File: config.mk
export PLATFORM = sky130hd
export DESIGN_NAME = fpu_addsub_pipe
export DESIGN_NICKNAME = d
export VERILOG_FILES = /design/src/rtl/fpu_addsub_pipe.sv
export SDC_FILE = /design/constraint.sdc
export NUM_CORES = 1
export LEC_CHECK = 0
export ABC_CLOCK_PERIOD_IN_PS = 5700
export BUFFER_PORTS_ARGS = -buffer_cell sky130_fd_sc_hd__buf_2
export CORE_ASPECT_RATIO = 0.6
export CORE_MARGIN = 1.5
export CORE_UTILIZATION = 51
export DETAILED_ROUTE_END_ITERATION = 7
export HOLD_SLACK_MARGIN = 0.08
export PLACE_DENSITY = 0.7
export SLEW_MARGIN = 20
export SYNTH_ARGS = -nofsm -noshare
export SYNTH_HDL_FRONTEND = slang
export SYNTH_SLANG_ARGS = --single-unit
File: constraint.sdc
create_clock -name clk -period 5.7 [get_ports clk]
set_input_delay 0.285 -clock clk [delete_from_list [all_inputs] [get_ports clk]]
set_output_delay 0.285 -clock clk [all_outputs]
set_load 0.01 [all_outputs]
File: src/rtl/fpu_addsub_pipe.sv
// fpu_addsub_pipe: multi-cycle sign/two's-complement-exponent/explicit-one mantissa add/subtract with valid/ready handshake
module fpu_addsub_pipe #(
  parameter int EXP_W = 7,
  parameter int MAN_W = 15
) (
  input  logic             clk,
  input  logic             reset,
  input  logic             in_valid,
  output logic             in_ready,
  input  logic             op,
  input  logic             a_s,
  input  logic             b_s,
  input  logic [EXP_W-1:0] a_e,
  input  logic [EXP_W-1:0] b_e,
  input  logic [MAN_W-1:0] a_m,
  input  logic [MAN_W-1:0] b_m,
  output logic             out_valid,
  input  logic             out_ready,
  output logic             res_s,
  output logic [EXP_W-1:0] res_e,
  output logic [MAN_W-1:0] res_m,
  output logic             res_zero,
  output logic             res_ovf,
  output logic             res_unf
);
  localparam int WW = MAN_W + 2;
  localparam int EW = EXP_W + 2;
  localparam logic signed [EW-1:0] E_MAX = EW'((1 << (EXP_W - 1)) - 1);
  localparam logic signed [EW-1:0] E_MIN = ~E_MAX;
  typedef enum logic [2:0] {IDLE, ALIGN, ADD, NORM, DONE} state_t;
  state_t state;
  logic ra_s, rb_s, l_s, s_s, byp;
  logic [EXP_W-1:0] ra_e, rb_e, l_e;
  logic [MAN_W-1:0] ra_m, rb_m, l_m, n_m;
  logic [WW-1:0] s_al, sum;
  logic signed [EW-1:0] w_e, n_e;
  logic [EW-1:0] sh;
  logic [EXP_W:0] diff, ad;
  logic a_z, b_z, a_big, z, ovf, unf;
  assign in_ready = state == IDLE;
  assign a_z = ra_m == '0;
  assign b_z = rb_m == '0;
  assign diff = {ra_e[EXP_W-1], ra_e} - {rb_e[EXP_W-1], rb_e};
  assign ad = diff[EXP_W] ? -diff : diff;
  // A zero operand never wins, so the nonzero one passes through untouched
  assign a_big = b_z || (!a_z && ($signed(ra_e) > $signed(rb_e) || (ra_e == rb_e && ra_m >= rb_m)));
  always_comb begin
    sh = '0;
    for (int i = 0; i < MAN_W; i++)
      if (sum[i]) sh = EW'(MAN_W - 1 - i);
    n_e = sum[MAN_W] ? w_e + EW'(1) : w_e - sh;
    n_m = sum[MAN_W] ? sum[MAN_W:1] : MAN_W'(sum << sh);
    z   = byp ? l_m == '0 : sum == '0;
    ovf = !byp && !z && n_e > E_MAX;
    unf = !byp && !z && n_e < E_MIN;
  end
  always_ff @(posedge clk or posedge reset)
    if (reset) begin
      state <= IDLE;
      out_valid <= 1'b0;
      {res_s, res_e, res_m, res_zero, res_ovf, res_unf} <= '0;
      {ra_s, ra_e, ra_m, rb_s, rb_e, rb_m} <= '0;
      {l_s, l_e, l_m, s_s, s_al, byp, sum, w_e} <= '0;
    end else begin
      case (state)
        IDLE: if (in_valid) begin
          {ra_s, ra_e, ra_m} <= {a_s, a_e, a_m};
          {rb_s, rb_e, rb_m} <= {b_s ^ op, b_e, b_m};
          state <= ALIGN;
        end
        ALIGN: begin
          l_s  <= a_big ? ra_s : rb_s;
          l_e  <= a_big ? ra_e : rb_e;
          l_m  <= a_big ? ra_m : rb_m;
          s_s  <= a_big ? rb_s : ra_s;
          s_al <= WW'(a_big ? rb_m : ra_m) >> ad;
          byp  <= a_z || b_z;
          state <= ADD;
        end
        ADD: begin
          sum <= (l_s ^ s_s) ? WW'(l_m) - s_al : WW'(l_m) + s_al;
          w_e <= {{2{l_e[EXP_W-1]}}, l_e};
          state <= NORM;
        end
        NORM: begin
          res_s    <= !z && !unf && l_s;
          res_e    <= (z || unf) ? '0 : ovf ? E_MAX[EXP_W-1:0] : byp ? l_e : n_e[EXP_W-1:0];
          res_m    <= (z || unf) ? '0 : ovf ? '1 : byp ? l_m : n_m;
          res_zero <= z || unf;
          res_ovf  <= ovf;
          res_unf  <= unf;
          out_valid <= 1'b1;
          state <= DONE;
        end
        DONE: if (out_ready) begin
          out_valid <= 1'b0;
          state <= IDLE;
        end
        default: state <= IDLE;
      endcase
    end
endmodule

==> results by group, run 1 <==
Status
  • Status: completed

STA
  • Setup TNS: 0 ps
  • Slew Viols, Final: 0
  • Max Clock Freq: 214 MHz
  • Final period util: 0.821
  • Final min period: 4680 ps
  • Final Skew: 11.1 ps
  • Worst-Margin Slew: 1080 ps
  • Setup violators final: 0
  • Max_slew headroom: 0.272
  • RSZ-0062 raised after global routing: false
  • Final Hold Fails: 0

Logic synthesis
  • Post-synthesis register bit count: 140
  • Seq/Total Area, Yosys: 0.363
  • Top_reg_cell synth: dfrtp_1
  • Post-Synth Simple-Gate Area: 0.163
  • Post-synth top area share: 0.363
  • Largest cells by area after synthesis: dfrtp_1 36%, nand2_1 6.3%, mux2i_1 5.9%, ha_1 5.8%, mux2_2 5.2%
  • EDFF count, synth: 0
  • Post-Syn Area: 0.00965 mm^2
  • Post-Synth XOR/XNOR Area: 0.0345
  • Net Count, Synth: 1190
  • Cell variety after synth: 81
  • Syn_area_per_cell: 8.85 um^2
  • Synth Warn #: 0
  • Main combinational cell family by area after synthesis: compound AO/OA/AOI/OAI gates
  • Async set-or-reset flop fraction in the synthesized netlist: 1.00
  • Adder-cell share of the synthesized area: 0.0645
  • Multiplexer share of the synthesized area: 0.122
  • Post-synthesis compound-gate area fraction: 0.206
  • Cell taking the most area after synthesis: dfrtp_1
  • Cell count after synthesis: 1091

CTS
  • Clock Latency Late Sink: 440 ps
  • Deepest clock path buffer count: 2
  • # clock sinks: 140
  • Reg clk slew, reported paths: 70 ps
  • TritonCTS clock tree: done
  • Root Buffer: clkbuf_16
  • H-tree levels: 4
  • CTS buffer count: 17

Final layout
  • Ant. Diodes: 0
  • Final nets: 1278
  • Most common cell after layout, fill and taps aside: nand2_1
  • Final core utilization: 0.613
  • Most frequent cells in the layout: 161 x nand2_1, 140 x dfrtp_1, 88 x o21ai_0
  • Non-filler cells, final: 1432
  • Layout fillers: 1576
  • Finished Cell Area: 0.0112 mm^2
  • Layout cells sized above 1: 0.158
  • Area grow syn2layout: 16.2%

Floorplanning
  • I/O Pins: 79
  • Die area: 0.0198 mm^2
  • Die width: 181 um
  • Die Height: 110 um
  • Core area: 0.0183 mm^2
  • Row Count: 38
  • Starting density of the core: 0.527

GRT
  • Initial antenna violation count: 0
  • First-pass GRT wire length: 45.1 mm
  • Overflow after GRT: 0
  • Total GRT Usage: 0.297
  • Pin count of the biggest net entering global routing: 81
  • Vias in the first global route: 8255

Drt
  • Starting DRT DRC Count: 905
  • Via/cell ratio: 6.11
  • Drt pass-1 iters: 8
  • Routed via count: 8754
  • Post-route ant nets: 0
  • Final wirelength: 28.0 mm
  • WL/cell: 19.6 um
  • Number of remaining DRC errors: 0

Placed design
  • Placed inst area: 0.0102 mm^2
  • Gpl congestion: 0.936
  • DP HPWL: 20.4 mm
  • Post-Place Cells: 1363
  • Port Buffer Count: 78

Critical path
  • WS Path Type: register to register
  • Crit end category: register
  • CP Max Fanout: 25
  • Crit path DAT: 5050 ps
  • CP Launch Type: register
  • Required @ worst endpoint: 6070 ps

Hold path
  • Min-Delay Path Class: primary input to register

Job
  • Max Cap Viol: 0
==> area by class of cell <==
type | count | area [um^2] | area share
clock buffer | 22 | 484 | 0.0432
tap | 240 | 300 | 0.0268
timing repair buffer | 130 | 873 | 0.0779
clock inverter | 10 | 160 | 0.0143
sequential | 140 | 3500 | 0.312
multi-input combinational | 842 | 5710 | 0.509
inverter | 48 | 185 | 0.0165
==> worst max-delay path, stage by stage, from the launching register on <==
cell and delay (ps):
dfrtp_1 450, nor3b_1 260, o31ai_1 110, a211oi_1 380
o31a_1 350, inv_1 120, ha_1 290, nor2b_1 130
o21ai_0 160, nand2b_1 100, a2111oi_1 680, nor2_1 90
o211ai_1 200, nor3b_2 190, buf_4 290, nand2_1 120
a2111oi_0 480, a221o_1 190
==> layer usage <==
layer	track usage	part of all wire	vias to the layer above
met4	0.0654	0.011	0
met2	0.410	0.39	397
met1	0.443	0.50	4191
li1	-	-	4141
met5	0	0	-
met3	0.0977	0.10	25
==> state kept, by name, summed over array words and instances, names as in the netlist <==
name,cells
byp,1
l_e,7
l_m,15
l_s,1
out_valid,1
ra_e,7
ra_m,15
ra_s,1
rb_e,7
rb_m,15
rb_s,1
res_e,7
res_m,15
res_ovf,1
res_s,1
res_unf,1
res_zero,1
s_al,15
s_s,1
state,3
sum,17
w_e,7
==> cell families after synthesis <==
logic type | count (synthesis)
AOI/OAI and AO/OA | 305
xor gates and xnor gates | 38
adders and majority gates | 48
buffers and inverters | 109
DFF | 140
muxes | 108
and+or+nand+nor | 343
==> through the flow <==
stage	hold WS, ps	worst slack [ps]
2_1_floorplan	402	1660
3_3_place_gp	468	1320
3_5_place_dp	475	1090
4_1_cts	80.2	1060
5_1_grt	84.2	714
6_report	84.1	1020
==> synth_stat cells (all sizes together) (4+ instances only) <==
library cell  count
a211oi            7
a21o             10
a21oi            58
a221o             7
a221oi            7
a22o             11
a22oi             8
a311oi            4
a31oi            16
and2              6
buf              20
clkbuf           41
dfrtp           140
ha               45
inv              47
mux2             48
mux2i            58
nand2           161
nand2b           11
nand3            11
nand4            10
nor2             68
nor2b            17
nor3             19
nor3b             4
nor4             17
o211ai           11
o21a              9
o21ai           104
o221ai            6
o22ai             7
o31ai             9
or2               4
xnor2            19
xor2             19
==> repair_timing <==
action                    4_1_cts  5_1_grt
hold buffers                   36        1
hold endpoints to repair      114        1
gates resized for setup         0        0
setup buffers                   0        0
==> path summary, 6_finish.rpt <==
check / to / startpoint / cells past startpoint / slack (ps)
setup / recovery: res_m[9] / sum[1] / 17 / 1020
hold / removal: rb_m[10] / b_m[10] / 3 / 80
setup reg to reg: res_m[9] / sum[1] / 17 / 1020
hold reg to reg: res_ovf / res_ovf / 2 / 480
max in group asynchronous: s_al[0] / reset / 4 / 3850
min in group asynchronous: ra_e[5] / reset / 3 / 540
Power of run 1 is left out: the tool's default activity adds up to more than one toggle a clock period on the data nets, which glitch-free logic cannot reach.
==> run 2, diff against run 1 <==
- ABC_CLOCK_PERIOD_IN_PS: 5700 -> 4100
- PLACE_DENSITY: 0.7 -> 0.72
- clock period: 5.7 -> 4.1 ns (I/O delays scaled with it)
==> run 2 against run 1 <==
Against the previous run:
- core utilization up 2.0 points
- clock-buffer cell count down 2
- setup slack worse by 800 ps
- final cell count up 2.4%
- via count up 2.9%
- worst hold slack better by 9.4 ps
- routed wire length up 4.2%
- non-clock buffer count up 35
- largest cell class unchanged
- highest routed layer is now met5
==> results by group, run 2 (synthesized netlist as in run 1, its figures left out) <==
STA
  • Final min period: 3880 ps (-800 ps)
  • Worst-Margin Slew: 760 ps (-325 ps)
  • Final period util: 0.946 (+0.125)
  • Final Hold Fails: 0 (unchanged)
  • RSZ-0062 raised after global routing: false
  • Slew Viols, Final: 0 (unchanged)
  • Setup TNS: 0 ps (unchanged)
  • Final Skew: 9.09 ps (-2.04 ps)
  • Max Clock Freq: 258 MHz (+21%)
  • Setup violators final: 0 (unchanged)
  • Max_slew headroom: 0.489 (+0.217)

Final layout
  • Ant. Diodes: 0 (unchanged)
  • Largest register FFs: 17 (unchanged)
  • Register Area: 0.00350 mm^2 (unchanged)
  • Area grow syn2layout: 19.9%
  • Layout fillers: 1499 (-4.9%)
  • Multi-input combinational cell area: 0.00577 mm^2 (+1.0%)
  • Largest reg by FF count: sum
  • Most common cell after layout, fill and taps aside: nand2_1
  • Most frequent cells in the layout: 161 x nand2_1, 140 x dfrtp_1, 88 x o21ai_0
  • Final nets: 1313 (+2.7%)
  • Layout cells sized above 1: 0.177 (+0.0193)

Job
  • Max Cap Viol: 0 (unchanged)

CTS
  • Deepest clock path buffer count: 2 (unchanged)
  • # clock sinks: 140 (unchanged)
  • TritonCTS clock tree: done
  • H-tree levels: 4 (unchanged)
  • Clock Latency Late Sink: 440 ps (about the same)
  • Setup bufs post-CTS: 0 (unchanged)
  • CTS buffer count: 17 (unchanged)
  • Reg clk slew, reported paths: 60 ps (about the same)
  • Root Buffer: clkbuf_16

Floorplanning
  • Starting density of the core: 0.527 (unchanged)
  • Die width: 181 um (unchanged)
  • I/O Pins: 79 (unchanged)
  • Die area: 0.0198 mm^2 (unchanged)
  • Die Height: 110 um (unchanged)
  • Core area: 0.0183 mm^2 (unchanged)
  • Row Count: 38 (unchanged)

Drt
  • Starting DRT DRC Count: 1269 (+40%)
  • WL/cell: 19.9 um (+1.7%)
  • Final wirelength: 29.2 mm (+4.2%)
  • Drt pass-1 iters: 8 (unchanged)
  • Post-route ant nets: 0 (unchanged)
  • Routed via count: 9007 (+2.9%)
  • Number of remaining DRC errors: 0 (unchanged)
  • Via/cell ratio: 6.14 (+0.50%)

Critical path
  • CP peak stage delay: 450 ps (-230 ps)
  • Crit end category: register
  • Crit path DAT: 4250 ps (-800 ps)
  • CP Max Fanout: 7 (-72%)
  • CP Cell Sequence: nor2b_1, o21bai_1, a21oi_1, o31ai_2, a221o_1, inv_1, ha_1, fa_1, nor2b_1, o21ai_0, nand2_1, o22ai_1, xnor2_2, o211ai_1, nor3b_2, nand2_1, a311oi_1, a221o_1
  • Required @ worst endpoint: 4470 ps (-1600 ps)
  • Slowest-stage cell, CP: dfrtp_1
  • CP Launch Type: register
  • WS Path Type: register to register

Hold path
  • Min-Delay Path Class: primary input to register

Placed design
  • Gpl congestion: 0.970 (+3.7%)
  • Port Buffer Count: 78 (unchanged)
  • DP HPWL: 21.3 mm (+4.3%)

GRT
  • Initial antenna violation count: 0 (unchanged)
  • Overflow after GRT: 0 (unchanged)
  • Total GRT Usage: 0.306 (+0.00940)
  • Vias in the first global route: 8217 (-0.46%)
  • First-pass GRT wire length: 46.3 mm (+2.6%)
  • Pin count of the biggest net entering global routing: 79 (-2.5%)

Status
  • Status: completed
run 2: stage by stage:
| stage | instance area (um^2) | setup slack, ps | utilization | hold WS, ps | std cells |
|---|---|---|---|---|---|
| global placement | 10400 | 201 | 0.567 | 375 | 1386 |
| detailed placement | 10400 | 148 | 0.567 | 381 | 1386 |
| global route | 11600 | 3.48 | 0.632 | 107 | 1466 |
| CTS | 11500 | 112 | 0.629 | 85.0 | 1466 |
| floorplan | 9650 | 142 | - | 322 | 1091 |
| finish | 11600 | 222 | 0.632 | 93.6 | 1466 |
run 2: routing by layer:
layer	routed length, um	up-vias	global-route usage
li1	-	4212	-
met1	14100	4280	0.462
met2	11400	476	0.418
met3	3140	37	0.0898
met4	436	2	0.0786
met5	57	-	0.0225
run 2: what timing repair did:
item	in CTS	in global routing
setup endpoints to repair	0	34
resized for setup	0	11
hold buffers	49	0
hold endpoints to repair	124	0
run 2: area by class of cell:
type,instances,share of cell area
Clock buffer,20,0.0386
Clock inverter,11,0.0165
Inverter,48,0.0160
Multi-Input combinational cell,842,0.498
Sequential cell,140,0.303
Tap cell,240,0.0259
Timing Repair Buffer,165,0.102
run 2: worst paths after layout:
path | cells after the start | endpoint | start | slack (ps)
setup / recovery | 18 | res_m[10] | sum[1] | 220
hold / removal | 3 | rb_s | op | 90
setup reg to reg | 18 | res_m[10] | sum[1] | 220
hold reg to reg | 2 | res_m[4] | res_m[4] | 480
max in group asynchronous | 4 | rb_m[4] | reset | 2730
min in group asynchronous | 3 | ra_e[6] | reset | 430
run 2: critical path: cells and delay by family, from the launching register on:
| family | cells | cell delay (ps) |
|---|---|---|
| compound gates | 9 | 1680 |
| xor+xnor | 1 | 180 |
| fa+ha+maj | 2 | 590 |
| buf+inv | 1 | 60 |
| flops | 1 | 450 |
| simple gates | 5 | 860 |
Power of run 2 is left out for the same reason.
==> run 3, diff against run 2 <==
- ABC_CLOCK_PERIOD_IN_PS: 4100 -> 3700
- CAP_MARGIN: default -> 10
- CORE_UTILIZATION: 51 -> 57
- PLACE_DENSITY: 0.72 -> 0.76
- clock period: 4.1 -> 3.7 ns (I/O delays scaled with it)
==> run 3 against run 2 <==
Against the previous run:
- the run now ends with setup timing left
- critical path depth fell by 2
- sequential share of layout area fell by 1.6 points
- non-clock buffer count rose by 62
- clock skew rose by 5.8 ps
- sequential cell count did not move
- core utilization rose by 11 points
- setup slack got worse by 230 ps
- via count rose by 6.3%
==> results by group, run 3 (synthesized netlist as in run 1, its figures left out) <==
CTS
  • H-tree levels: 4 (unchanged)
  • Root Buffer: clkbuf_16
  • TritonCTS clock tree: done
  • CTS buffer count: 17 (unchanged)
  • Deepest clock path buffer count: 2 (unchanged)
  • Clock Latency Late Sink: 440 ps (about the same)
  • # clock sinks: 140 (unchanged)
  • Reg clk slew, reported paths: 70 ps (about the same)

Floorplanning
  • Row Count: 36 (-5.3%)
  • Die Height: 104 um (-5.3%)
  • Die width: 171 um (-5.3%)
  • Starting density of the core: 0.589 (+0.0614)
  • I/O Pins: 79 (unchanged)
  • Core area: 0.0164 mm^2 (-10%)
  • Die area: 0.0178 mm^2 (-10%)

Drt
  • Via/cell ratio: 6.31 (+2.7%)
  • Number of remaining DRC errors: 0 (unchanged)
  • Post-route ant nets: 0 (unchanged)
  • WL/cell: 21.1 um (+6.2%)
  • Final wirelength: 32.1 mm (+9.9%)
  • Starting DRT DRC Count: 1239 (-2.4%)
  • Drt pass-1 iters: 8 (unchanged)
  • Routed via count: 9574 (+6.3%)

Placed design
  • Port Buffer Count: 78 (unchanged)
  • Placed inst area: 0.0107 mm^2 (+3.5%)
  • DP HPWL: 22.4 mm (+5.1%)
  • Gpl congestion: 0.983 (+1.3%)
  • Post-Place Cells: 1420 (+2.5%)

Critical path
  • R2r setup slk: -10 ps (-230 ps)
  • Crit end category: register
  • Crit path DAT: 4080 ps (-170 ps)
  • Crit. path cell count: 16 (-2)
  • CP Cell Sequence: buf_4, nor4_4, nand2b_1, nand2_1, and2_1, inv_1, ha_1, o21ai_1, nand2b_1, a2111oi_4, nor2_1, o211ai_1, nor3b_4, nand2_2, a2111oi_4, a221o_1
  • Top cell family by delay on the critical path: simple AND/OR/NAND/NOR gates
  • R2r worst-path depth: 16 (-2)
  • CP Launch Type: register
  • Slowest-stage cell, CP: a2111oi_4
  • Required @ worst endpoint: 4070 ps (-400 ps)
  • WS Path Type: register to register
  • Critical path buffers and inverters: 2 (+1)
  • CP Max Fanout: 6 (-1)
  • CP peak stage delay: 470 ps (+20 ps)

Status
  • Failing checks: setup timing
  • Status: complete, but fails checks

GRT
  • First-pass GRT wire length: 48.9 mm (+5.6%)
  • Overflow after GRT: 0 (unchanged)
  • Pin count of the biggest net entering global routing: 105 (+33%)
  • Vias in the first global route: 8830 (+7.5%)
  • Initial antenna violation count: 1 (+1)
  • Total GRT Usage: 0.360 (+0.0540)

STA
  • Setup violators final: 1 (+1)
  • Final Hold Fails: 0 (unchanged)
  • Worst-Margin Slew: 823 ps (+63.5 ps)
  • Max Clock Freq: 269 MHz (+4.5%)
  • Max_slew headroom: 0.450 (-0.0388)
  • Final min period: 3710 ps (-167 ps)
  • Final period util: 1.00 (+0.0570)
  • Final worst setup slack: -10.7 ps (-233 ps)
  • Setup TNS: -10.7 ps (-10.7 ps)
  • Slew Viols, Final: 0 (unchanged)
  • Final Skew: 14.9 ps (+5.81 ps)
  • RSZ-0062 raised after global routing: true

Final layout
  • Largest register FFs: 17 (unchanged)
  • Area grow syn2layout: 26.6%
  • Most common cell after layout, fill and taps aside: nand2_1
  • Finished Cell Area: 0.0122 mm^2 (+5.6%)
  • Largest reg by FF count: sum
  • Most frequent cells in the layout: 159 x nand2_1, 140 x dfrtp_1, 90 x buf_4
  • Ant. Diodes: 0 (unchanged)
  • Final nets: 1375 (+4.7%)
  • Non-filler cells, final: 1517 (+3.5%)
  • Layout cells sized above 1: 0.234 (+0.0565)

Hold path
  • Min-Delay Path Class: primary input to asynchronous set/reset pin

Job
  • Max Cap Viol: 0 (unchanged)
run 3: cell types whose count changed in the layout (fill, tap and decap cells not counted), moves of 3 or more:
| cell | before | now |
|---|---|---|
| clkinvlp_4 | 3 | 8 |
| o21ai_0 | 88 | 81 |
| buf_6 | 1 | 4 |
| buf_4 | 36 | 90 |
| o21ai_1 | 15 | 22 |
| nor3_1 | 19 | 16 |
run 3: area by class of cell:
class / count / area [um^2]
clock buffer: 19 / 453
clock inverter: 13 / 165
fill: 1193 / 4170
inverter: 48 / 184
multi-input combinational: 842 / 5910
sequential: 140 / 3500
tap: 228 / 285
timing repair buffer: 227 / 1720
run 3: what timing repair did:
item,in CTS,in global routing
hold buffers,50,0
buffers inserted,0,12
cloned,0,3
pin swaps,1,22
endpoints found under the hold margin,84,0
setup endpoints to repair,7,40
gates resized for setup,3,42
run 3: metrics by stage:
step	setup slack [ps]	util	hold slack, ps
global placement	95.5	0.655	374
CTS	20.7	0.724	477
finish	-10.7	0.745	471
detailed placement	-79.0	0.655	380
global route	-191	0.745	502
floorplan	6.41	-	302
run 3: worst register-to-register path, stage by stage, from the launching register on:
cell and delay (ps):
dfrtp_1 410, buf_4 190, nor4_4 380, nand2b_1 100, nand2_1 70, and2_1 150
inv_1 80, ha_1 310, o21ai_1 110, nand2b_1 140, a2111oi_4 470, nor2_1 80
o211ai_1 230, nor3b_4 370, nand2_2 160, a2111oi_4 240, a221o_1 170
run 3: worst paths after layout:
kind / from / to
max: sum[3] / res_m[9]
min: reset / rb_m[12]
max reg2reg: sum[3] / res_m[9]
min reg2reg: res_unf / res_unf
max in group asynchronous: reset / sum[5]
min in group clk: res_unf / res_unf
run 3: metal layers:
metal	track usage	share of wire	vias up
met2	0.474	0.40	597
met1	0.547	0.45	4580
li1	-	-	4341
met3	0.130	0.13	56
met4	0.0940	0.019	0
met5	0	0	-
Power of run 3 is left out for the same reason.
